[src/rtl/if_stage.sv]
// Instruction-fetch stage: fetch PC, single-outstanding imem requests, IF/ID register with a one-entry skid.
// Define IF_STAGE_MISALIGN_CHK_EN to halt fetch on a misaligned redirect target and raise a sticky misalign flag.
module if_stage #(
  parameter logic [31:0] RESET_PC = 32'h0000_0000,
  parameter logic [31:0] NOP_INST = 32'h0000_0013
) (
  input  logic        clk,
  input  logic        rstn,
  output logic        imem_req_valid,
  input  logic        imem_req_ready,
  output logic [31:0] imem_req_addr,
  input  logic        imem_rsp_valid,
  input  logic [31:0] imem_rsp_data,
  input  logic        redirect_valid,
  input  logic [31:0] redirect_pc,
  input  logic        id_ready,
  output logic        id_valid,
  output logic [31:0] id_pc,
  output logic [31:0] id_inst,
  output logic        misalign
);

  typedef enum logic [1:0] {S_REQ, S_WAIT, S_DROP, S_HALT} state_t;

  // Handshakes: a request transfers in any cycle where imem_req_valid && imem_req_ready;
  // a response is the single cycle imem_rsp_valid is high; an IF/ID entry is consumed when id_valid && id_ready.
  state_t      state_q, state_d;
  logic [31:0] fetch_pc_q, fetch_pc_d;
  logic [31:0] req_pc_q, req_pc_d;
  logic        id_valid_q, id_valid_d;
  logic [31:0] id_pc_q, id_pc_d;
  logic [31:0] id_inst_q, id_inst_d;
  logic        sk_valid_q, sk_valid_d;
  logic [31:0] sk_pc_q, sk_pc_d;
  logic [31:0] sk_inst_q, sk_inst_d;
  logic        misalign_q, misalign_d;

  logic        req_hs;
  logic        rsp_take;
  logic        redir;
  logic        redir_bad;
  logic [31:0] redir_pc;

`ifdef IF_STAGE_MISALIGN_CHK_EN
  assign redir_pc  = redirect_pc;
  assign redir_bad = redirect_pc[1:0] != 2'b00;
`else
  assign redir_pc  = redirect_pc & 32'hFFFF_FFFC;
  assign redir_bad = 1'b0;
`endif

  assign imem_req_valid = (state_q == S_REQ) && !sk_valid_q;
  assign imem_req_addr  = fetch_pc_q;
  assign req_hs   = imem_req_valid && imem_req_ready;
  assign rsp_take = (state_q == S_WAIT) && imem_rsp_valid;
  assign redir    = redirect_valid && (state_q != S_HALT);

  always_comb begin
    state_d    = state_q;
    fetch_pc_d = fetch_pc_q;
    req_pc_d   = req_pc_q;
    id_valid_d = id_valid_q;
    id_pc_d    = id_pc_q;
    id_inst_d  = id_inst_q;
    sk_valid_d = sk_valid_q;
    sk_pc_d    = sk_pc_q;
    sk_inst_d  = sk_inst_q;
    misalign_d = misalign_q;

    case (state_q)
      S_REQ: begin
        if (req_hs) begin
          req_pc_d   = fetch_pc_q;
          fetch_pc_d = fetch_pc_q + 32'd4;
          state_d    = S_WAIT;
        end
      end
      S_WAIT:  if (imem_rsp_valid) state_d = S_REQ;
      S_DROP:  if (imem_rsp_valid) state_d = S_REQ;
      default: state_d = state_q;
    endcase

    // Consume first, then load; the skid refills IF/ID on the same edge it drains.
    if (id_valid_q && id_ready) begin
      if (sk_valid_q) begin
        id_pc_d    = sk_pc_q;
        id_inst_d  = sk_inst_q;
        sk_valid_d = 1'b0;
      end else begin
        id_valid_d = 1'b0;
      end
    end

    if (rsp_take) begin
      if ((!id_valid_q || id_ready) && !sk_valid_q) begin
        id_valid_d = 1'b1;
        id_pc_d    = req_pc_q;
        id_inst_d  = imem_rsp_data;
      end else begin
        sk_valid_d = 1'b1;
        sk_pc_d    = req_pc_q;
        sk_inst_d  = imem_rsp_data;
      end
    end

    // In S_DROP the IF/ID and skid are already empty, so flushing again only moves fetch_pc.
    if (redir) begin
      fetch_pc_d = redir_pc;
      id_valid_d = 1'b0;
      id_inst_d  = NOP_INST;
      sk_valid_d = 1'b0;
      if (state_q != S_DROP) begin
        if (((state_q == S_WAIT) && !imem_rsp_valid) || req_hs) state_d = S_DROP;
        else                                                      state_d = S_REQ;
      end
      if (redir_bad) begin
        state_d    = S_HALT;
        misalign_d = 1'b1;
      end
    end
  end

  always_ff @(posedge clk or negedge rstn) begin
    if (!rstn) begin
      state_q    <= S_REQ;
      fetch_pc_q <= RESET_PC;
      req_pc_q   <= 32'h0;
      id_valid_q <= 1'b0;
      id_pc_q    <= 32'h0;
      id_inst_q  <= NOP_INST;
      sk_valid_q <= 1'b0;
      sk_pc_q    <= 32'h0;
      sk_inst_q  <= NOP_INST;
      misalign_q <= 1'b0;
    end else begin
      state_q    <= state_d;
      fetch_pc_q <= fetch_pc_d;
      req_pc_q   <= req_pc_d;
      id_valid_q <= id_valid_d;
      id_pc_q    <= id_pc_d;
      id_inst_q  <= id_inst_d;
      sk_valid_q <= sk_valid_d;
      sk_pc_q    <= sk_pc_d;
      sk_inst_q  <= sk_inst_d;
      misalign_q <= misalign_d;
    end
  end

  assign id_valid = id_valid_q;
  assign id_pc    = id_pc_q;
  assign id_inst  = id_inst_q;
`ifdef IF_STAGE_MISALIGN_CHK_EN
  assign misalign = misalign_q;
`else
  assign misalign = 1'b0;
`endif

endmodule
[config.mk]
export PLATFORM = sky130hd
export DESIGN_NAME = if_stage
export DESIGN_NICKNAME = d
export VERILOG_FILES = /design/src/rtl/if_stage.sv
export SDC_FILE = /design/constraint.sdc
export NUM_CORES = 1
export LEC_CHECK = 0
export BUFFER_PORTS_ARGS = -buffer_cell sky130_fd_sc_hd__buf_2
export CAP_MARGIN = 0
export CORE_ASPECT_RATIO = 0.75
export CORE_MARGIN = 8
export CORE_UTILIZATION = 55
export CTS_BUF_LIST = sky130_fd_sc_hd__clkbuf_16
export DETAILED_ROUTE_END_ITERATION = 8
export GPL_ROUTABILITY_DRIVEN = 1
export HOLD_SLACK_MARGIN = 0.1
export PLACE_DENSITY = 0.84
export SLEW_MARGIN = 20
export SYNTH_ARGS = -nofsm -noshare
export SYNTH_HDL_FRONTEND = slang
export SYNTH_SLANG_ARGS = --single-unit
[constraint.sdc]
create_clock -name clk -period 2.7 [get_ports clk]
set_clock_uncertainty 0.2 [all_clocks]
set_input_delay 0.135 -clock clk [delete_from_list [all_inputs] [get_ports clk]]
set_output_delay 0.135 -clock clk [all_outputs]
set_load 0.01 [all_outputs]
==> results of run 1 <==
==> cells in the mapped netlist (2+ instances only) <==
master | instances | area share, %
nor2b_1 | 3 | 0.22
dfrtp_1 | 184 | 54
nor4_1 | 4 | 0.30
a21oi_1 | 5 | 0.30
nand2_1 | 137 | 6.1
or3_1 | 5 | 0.37
a31oi_1 | 17 | 1.3
mux2_2 | 65 | 8.7
buf_2 | 4 | 0.24
dfstp_2 | 6 | 1.9
buf_1 | 13 | 0.58
and3_1 | 3 | 0.22
o31a_1 | 2 | 0.21
o31ai_1 | 11 | 0.98
nand4_1 | 6 | 0.44
buf_4 | 3 | 0.27
nand3_1 | 14 | 0.83
and4_1 | 4 | 0.41
ha_1 | 5 | 0.74
a2bb2oi_1 | 2 | 0.21
o21ai_0 | 55 | 3.3
nor3_1 | 6 | 0.36
clkbuf_1 | 33 | 1.5
inv_1 | 8 | 0.36
nand2b_1 | 4 | 0.30
a211oi_1 | 29 | 2.6
or4_1 | 12 | 1.1
mux2i_1 | 59 | 7.0
nor2_1 | 58 | 2.6
buf_6 | 2 | 0.27
xnor2_1 | 9 | 0.93
a21o_1 | 3 | 0.27
==> worst paths after layout <==
path,startpoint,end,cells after the start
worst max-delay path,state_q[0],imem_req_addr[25],7
worst min-delay path,rstn,id_pc[18],2
worst max register to register,state_q[0],imem_req_addr[25],7
worst min register to register,sk_pc_q[26],sk_pc_q[26],1
max in group asynchronous,rstn,id_pc[24],3
min in group clk,redirect_pc[8],imem_req_addr[8],4
==> per-layer routing <==
layer / wire length (um) / global-route usage (%)
met1: 9480 / 29.7
met2: 11300 / 40.0
met4: 316 / 8.58
met3: 1840 / 6.95
met5: 13 / 0
==> registers in the layout, indices dropped and copies added (netlist names), 2 cells and up <==
register	flops
id_inst	32
id_pc	32
sk_inst_q	32
imem_req_addr	30
req_pc_q	30
sk_pc_q	30
state_q	2
==> area by class of cell <==
cell class                      count  area share, %
Antenna cell                        1         0.0231
Clock buffer                       17           3.92
Clock inverter                     15           1.23
Inverter                            8          0.277
Multi-Input combinational cell    528           32.0
Sequential cell                   190           43.9
Tap cell                          205           2.37
Timing Repair Buffer              255           16.3
==> power groups by stage <==
stage / registers [mW] / clock network, mW / logic (mW)
floorplan: 4.62 / 0 / 1.53
global placement: 4.55 / 0 / 2.62
detailed placement: 4.60 / 0 / 2.73
CTS: 4.57 / 2.43 / 2.85
global route: 4.70 / 2.56 / 3.16
finish: 4.59 / 2.39 / 2.86
==> logic make-up after synthesis <==
| family | share of synthesized area [%] |
|---|---|
| compound gates | 9.24 |
| xor+xnor | 1.04 |
| fa+ha+maj | 0.740 |
| buf+inv | 3.17 |
| flops | 56.4 |
| mux | 15.7 |
| other cells | 0.0444 |
| simple gates | 13.8 |
==> cells in the final DEF (no fill, tap or decap), types with 2 or more instances in the layout <==
cell	Yosys	layout
nand3_1	14	13
a31oi_1	17	17
buf_12	0	6
ha_1	5	5
bufinv_16	0	2
mux2_2	65	65
clkinv_1	0	2
buf_4	3	17
dlygate4sd3_1	0	69
inv_1	8	12
a2bb2oi_1	2	2
or4_1	12	12
dfrtp_1	184	184
clkinvlp_4	0	5
nor4_1	4	4
and3_1	3	3
nand4_1	6	6
and4_1	4	4
nor3_1	6	5
clkbuf_16	0	17
nor2_1	58	58
o31a_1	2	2
nor2b_1	3	2
nand2b_1	4	3
a21o_1	3	3
nand2_1	137	137
a21oi_1	5	5
buf_2	4	162
xnor2_1	9	9
a211oi_1	29	29
o21ai_0	55	55
mux2i_1	59	59
or3_1	5	4
conb_1	1	3
dfstp_2	6	6
o31ai_1	11	11
==> timing repair <==
item | CTS | global route
endpoints found under the hold margin | 278 | 0
setup endpoints to repair | 0 | 2
hold buffers | 69 | 0
resized for setup | 0 | 1
==> reports/qor.yml, run 1 <==
clkPwrFrac_pct: 24.3
arrival_ns: 2.64
seq_area_um2: 4760
crit_path_max_fanout: 18
grt_start_max_net_pins: 72
cts_buffers: 17
drtPass1Iterations: 5
finalWirelength_um: 22900
rows: 39
ant_nets: 0
setup_viol: 0
cts_tree: "built"
place_ws_ns: 0.209
gp_congestion: 0.816
route.detailed.drc: 0
cp.required_ns: 2.84
synth_area_um2: 8450
min_path_type: "in -> async"
gr-total-overflow: 0
finalHoldViolCount: 0
cts.sinks: 190
yosysSeqAreaShare_pct: 56.4
fin_cells: 1219
core_um2: 15100
rsz0062_at_grt: "false"
placed_area_um2: 9590
p_comb_share_pct: 29.0
clkTransAtPathRegs_ns: 0.07
swShare_pct: 33.9
postLayoutCoreUtil_pct: 71.7
ctsLongestPathBuffers: 2
vias_per_cell: 5.71
fin_setup_tns_ns: 0
final_area_um2: 10800
wire_per_inst_um: 18.8
fin_crit_ns: 2.50
syn_inst: 779
p_leak_nw: 5.61
grt_first_pass_wirelength_um: 37500
dr.first_iter.drc_count: 515
crit_slowest_cell: "or4_1"
synth-seq-cells: 190
layout-drive-gt1-share_pct: 28.7
grt_usage_pct: 23.9
grt_pass1_vias: 7179
power_density_nw_per_um2: 907
syn_avg_cell_area_um2: 10.8
multi_input_area_um2: 3470
crit_chain: "inv_1, ha_1, nand3b_4, or4_1, buf_4, or4_1, a31oi_1"
num_vias: 6963
critPathTopFamily: "simple AND/OR/NAND/NOR gates"
worst_setup_path_start_kind: "register"
die_h_um: 123
holdWs_ns: 0.0952
p_int_mw: 6.50
async_reset_ff_share_pct: 100
numPortBuffers: 163
io_pins: 169
synth_edf_count: 0
path_common_cell: "or4_1"
maxCapViolations: 0
fin_total_pwr_mw: 9.83
finalCritPeriodShare_pct: 92.5
die_x_um: 159
p_seq_share_pct: 46.7
num-nets-final: 1075
clkLatencyLatePin_ns: 0.42
yosysWarnings: 0
slew_headroom_pct: 47.6
r2r_setup_slack_ns: 0.20
slew_viol_final: 0
root_buffer: "clkbuf_16"
setup_slack_ns: 0.201
start_util_pct: 55.9
power.switching_mw: 3.34
max_freq_ghz: 0.400
worst_pin_slew_ns: 0.787
ys_types: 40
cp-end-kind: "register"
die_area_um2: 19600
area_growth_pct: 28.3
max_stage_delay_ns: 0.53
dp_hpwl_um: 14300
antenna_found_initial: 2
post_cts_buffers: 0
status: "complete, no violations"
critPathBufInv: 2
ir_drop_mv: 0.474
path_class: "reg -> reg"
htreeDepth: 4
fillers: 1044
placed_cells_incl_taps: 1117
synth_top_flop_cell: "dfrtp_1"
No activity file was read; power rests on OpenSTA's default activity.
==> run 2: changes to the inputs <==
--- a/config.mk
+++ b/config.mk
@@ -10,7 +10,6 @@
 export CORE_ASPECT_RATIO = 0.75
 export CORE_MARGIN = 8
 export CORE_UTILIZATION = 55
-export CTS_BUF_LIST = sky130_fd_sc_hd__clkbuf_16
 export DETAILED_ROUTE_END_ITERATION = 8
 export GPL_ROUTABILITY_DRIVEN = 1
 export HOLD_SLACK_MARGIN = 0.1
==> run 2 against run 1 <==
  * Register-to-register slack worse by 0.02 ns
  * Total power up 0.93%
  * Utilization up 0.13 points
  * Sequential share of layout area down 0.081 points
  * Routed wire length up 0.52%
  * Clock-buffer cell count up 6
  * Critical path depth unchanged
  * Largest cell class unchanged
==> reports/qor.yml, run 2 (synthesis gave the netlist of run 1 again) <==
max_freq_ghz: 0.397  # was 0.400 GHz
antenna_found_initial: 2  # unchanged
dp_hpwl_um: 14300  # unchanged
wire_per_inst_um: 18.9  # was 18.8 um
rsz0062_at_grt: "false"  # unchanged
final_cell_mix: "dfrtp_1, buf_2, nand2_1"  # unchanged
cp.required_ns: 2.84  # about the same
path_common_cell: "or4_1"  # unchanged
postLayoutCoreUtil_pct: 71.8  # was 71.7%
dr.first_iter.drc_count: 489  # was 515
clkTransAtPathRegs_ns: 0.07  # about the same
fin_setup_tns_ns: 0  # unchanged
setup_viol: 0  # unchanged
ctsLongestPathBuffers: 2  # unchanged
ir_drop_mv: 0.476  # was 0.474 mV
crit_path_max_fanout: 18  # unchanged
die_area_um2: 19600  # unchanged
fin_crit_ns: 2.52  # was 2.50 ns
vias_per_cell: 5.72  # was 5.71
slew_viol_final: 0  # unchanged
maxCapViolations: 0  # unchanged
min_path_type: "in -> async"  # unchanged
status: "complete, no violations"  # unchanged
grt_usage_pct: 24.0  # was 23.9%
finalHoldViolCount: 0  # unchanged
core_um2: 15100  # unchanged
cts_buffers: 17  # unchanged
finalWirelength_um: 23100  # was 22900 um
final_common_cell: "dfrtp_1"  # unchanged
max_stage_delay_ns: 0.53  # about the same
p_leak_nw: 5.61  # about the same
route.detailed.drc: 0  # unchanged
gp_congestion: 0.816  # unchanged
die_h_um: 123  # unchanged
grt_start_max_net_pins: 72  # unchanged
finalCritPeriodShare_pct: 93.3  # was 92.5%
root_buffer: "clkbuf_16"  # unchanged
ant_nets: 0  # unchanged
grt_first_pass_wirelength_um: 37700  # was 37500 um
path_class: "reg -> reg"  # unchanged
gr-total-overflow: 0  # unchanged
crit_chain: "inv_1, ha_1, nand3b_4, or4_1, buf_4, or4_1, a31oi_1"  # unchanged
io_pins: 169  # unchanged
slew_headroom_pct: 47.3  # was 47.6%
num_vias: 6969  # was 6963
cts_tree: "built"  # unchanged
numPortBuffers: 163  # unchanged
grt_pass1_vias: 7201  # was 7179
worst_setup_path_start_kind: "register"  # unchanged
worst_pin_slew_ns: 0.790  # was 0.787 ns
drtPass1Iterations: 5  # unchanged
crit_slowest_cell: "or4_1"  # unchanged
layout-drive-gt1-share_pct: 28.9  # was 28.7%
start_util_pct: 55.9  # unchanged
power_density_nw_per_um2: 914  # was 907 nW/um^2
htreeDepth: 4  # unchanged
area_growth_pct: 28.5  # was 28.3%
num-nets-final: 1075  # unchanged
cp-end-kind: "register"  # unchanged
cts.sinks: 190  # unchanged
rows: 39  # unchanged
arrival_ns: 2.66  # was 2.64 ns
die_x_um: 159  # unchanged
clkLatencyLatePin_ns: 0.42  # about the same
-- run 2: final timing paths --
path | from | to | slack (ns) | depth (start not counted)
setup reg to reg | state_q[0] | imem_req_addr[25] | 0.18 | 7
hold / removal | rstn | sk_pc_q[20] | 0.09 | 2
hold reg to reg | sk_pc_q[26] | sk_pc_q[26] | 0.31 | 1
max in group asynchronous | rstn | id_pc[24] | 1.37 | 3
min in group clk | redirect_pc[8] | imem_req_addr[8] | 0.27 | 4
setup / recovery | state_q[0] | imem_req_addr[25] | 0.18 | 7
-- run 2: stage by stage --
step / total power [mW] / instance area (um^2) / worst slack [ns] / cells / hold WS, ns
2_1_floorplan: 6.15 / 8460 / 0.302 / 781 / -0.361
3_3_place_gp: 7.17 / 9590 / 0.286 / 1117 / -0.00899
3_5_place_dp: 7.34 / 9590 / 0.209 / 1117 / -0.0101
4_1_cts: 9.94 / 10900 / 0.108 / 1218 / 0.101
5_1_grt: 10.5 / 10900 / 0.0939 / 1219 / 0.136
6_report: 9.93 / 10900 / 0.181 / 1219 / 0.0886
-- run 2: report_power, final --
part | total [mW] | internal (mW) | leakage [nW] | switching [mW]
logic | 2.86 | 1.29 | 2.90 | 1.57
registers | 4.60 | 3.87 | 2.44 | 0.730
clock network | 2.47 | 1.41 | 0.266 | 1.06
total | 9.93 | 6.57 | 5.61 | 3.36
-- run 2: metal layers --
| metal | part of all wire [%] | global-route usage (%) | wire length, um | up-vias |
|---|---|---|---|---|
| li1 | - | - | - | 3166 |
| met3 | 7.9 | 6.85 | 1810 | 37 |
| met4 | 1.6 | 8.40 | 364 | 2 |
| met1 | 41 | 29.7 | 9470 | 3459 |
| met5 | 0.056 | 0 | 13 | - |
| met2 | 49 | 40.5 | 11400 | 305 |
-- run 2: critical path, delay by kind of cell, from the launching register on --
kind	cells	cell delay, ns
AOI/OAI and AO/OA	1	0.20
adders and majority gates	1	0.21
buffers and inverters	2	0.30
DFF	1	0.41
and+or+nand+nor	3	1.11
-- run 2: final cells by class --
| type | count | area (um^2) |
|---|---|---|
| inverters | 8 | 30.0 |
| flip-flops and latches | 190 | 4760 |
| fillers | 1044 | 4270 |
| multi-input cells | 528 | 3470 |
| well taps | 205 | 256 |
| diodes | 1 | 2.50 |
| clock buffers | 23 | 468 |
| repair buffers | 255 | 1760 |
| clock inverters | 9 | 111 |
-- run 2: what timing repair did --
| item | in CTS | in global routing |
|---|---|---|
| buffers inserted | 0 | 0 |
| endpoints found under the hold margin | 277 | 0 |
| hold buffers | 69 | 0 |
| resized for setup | 0 | 1 |
| setup endpoints to repair | 0 | 2 |
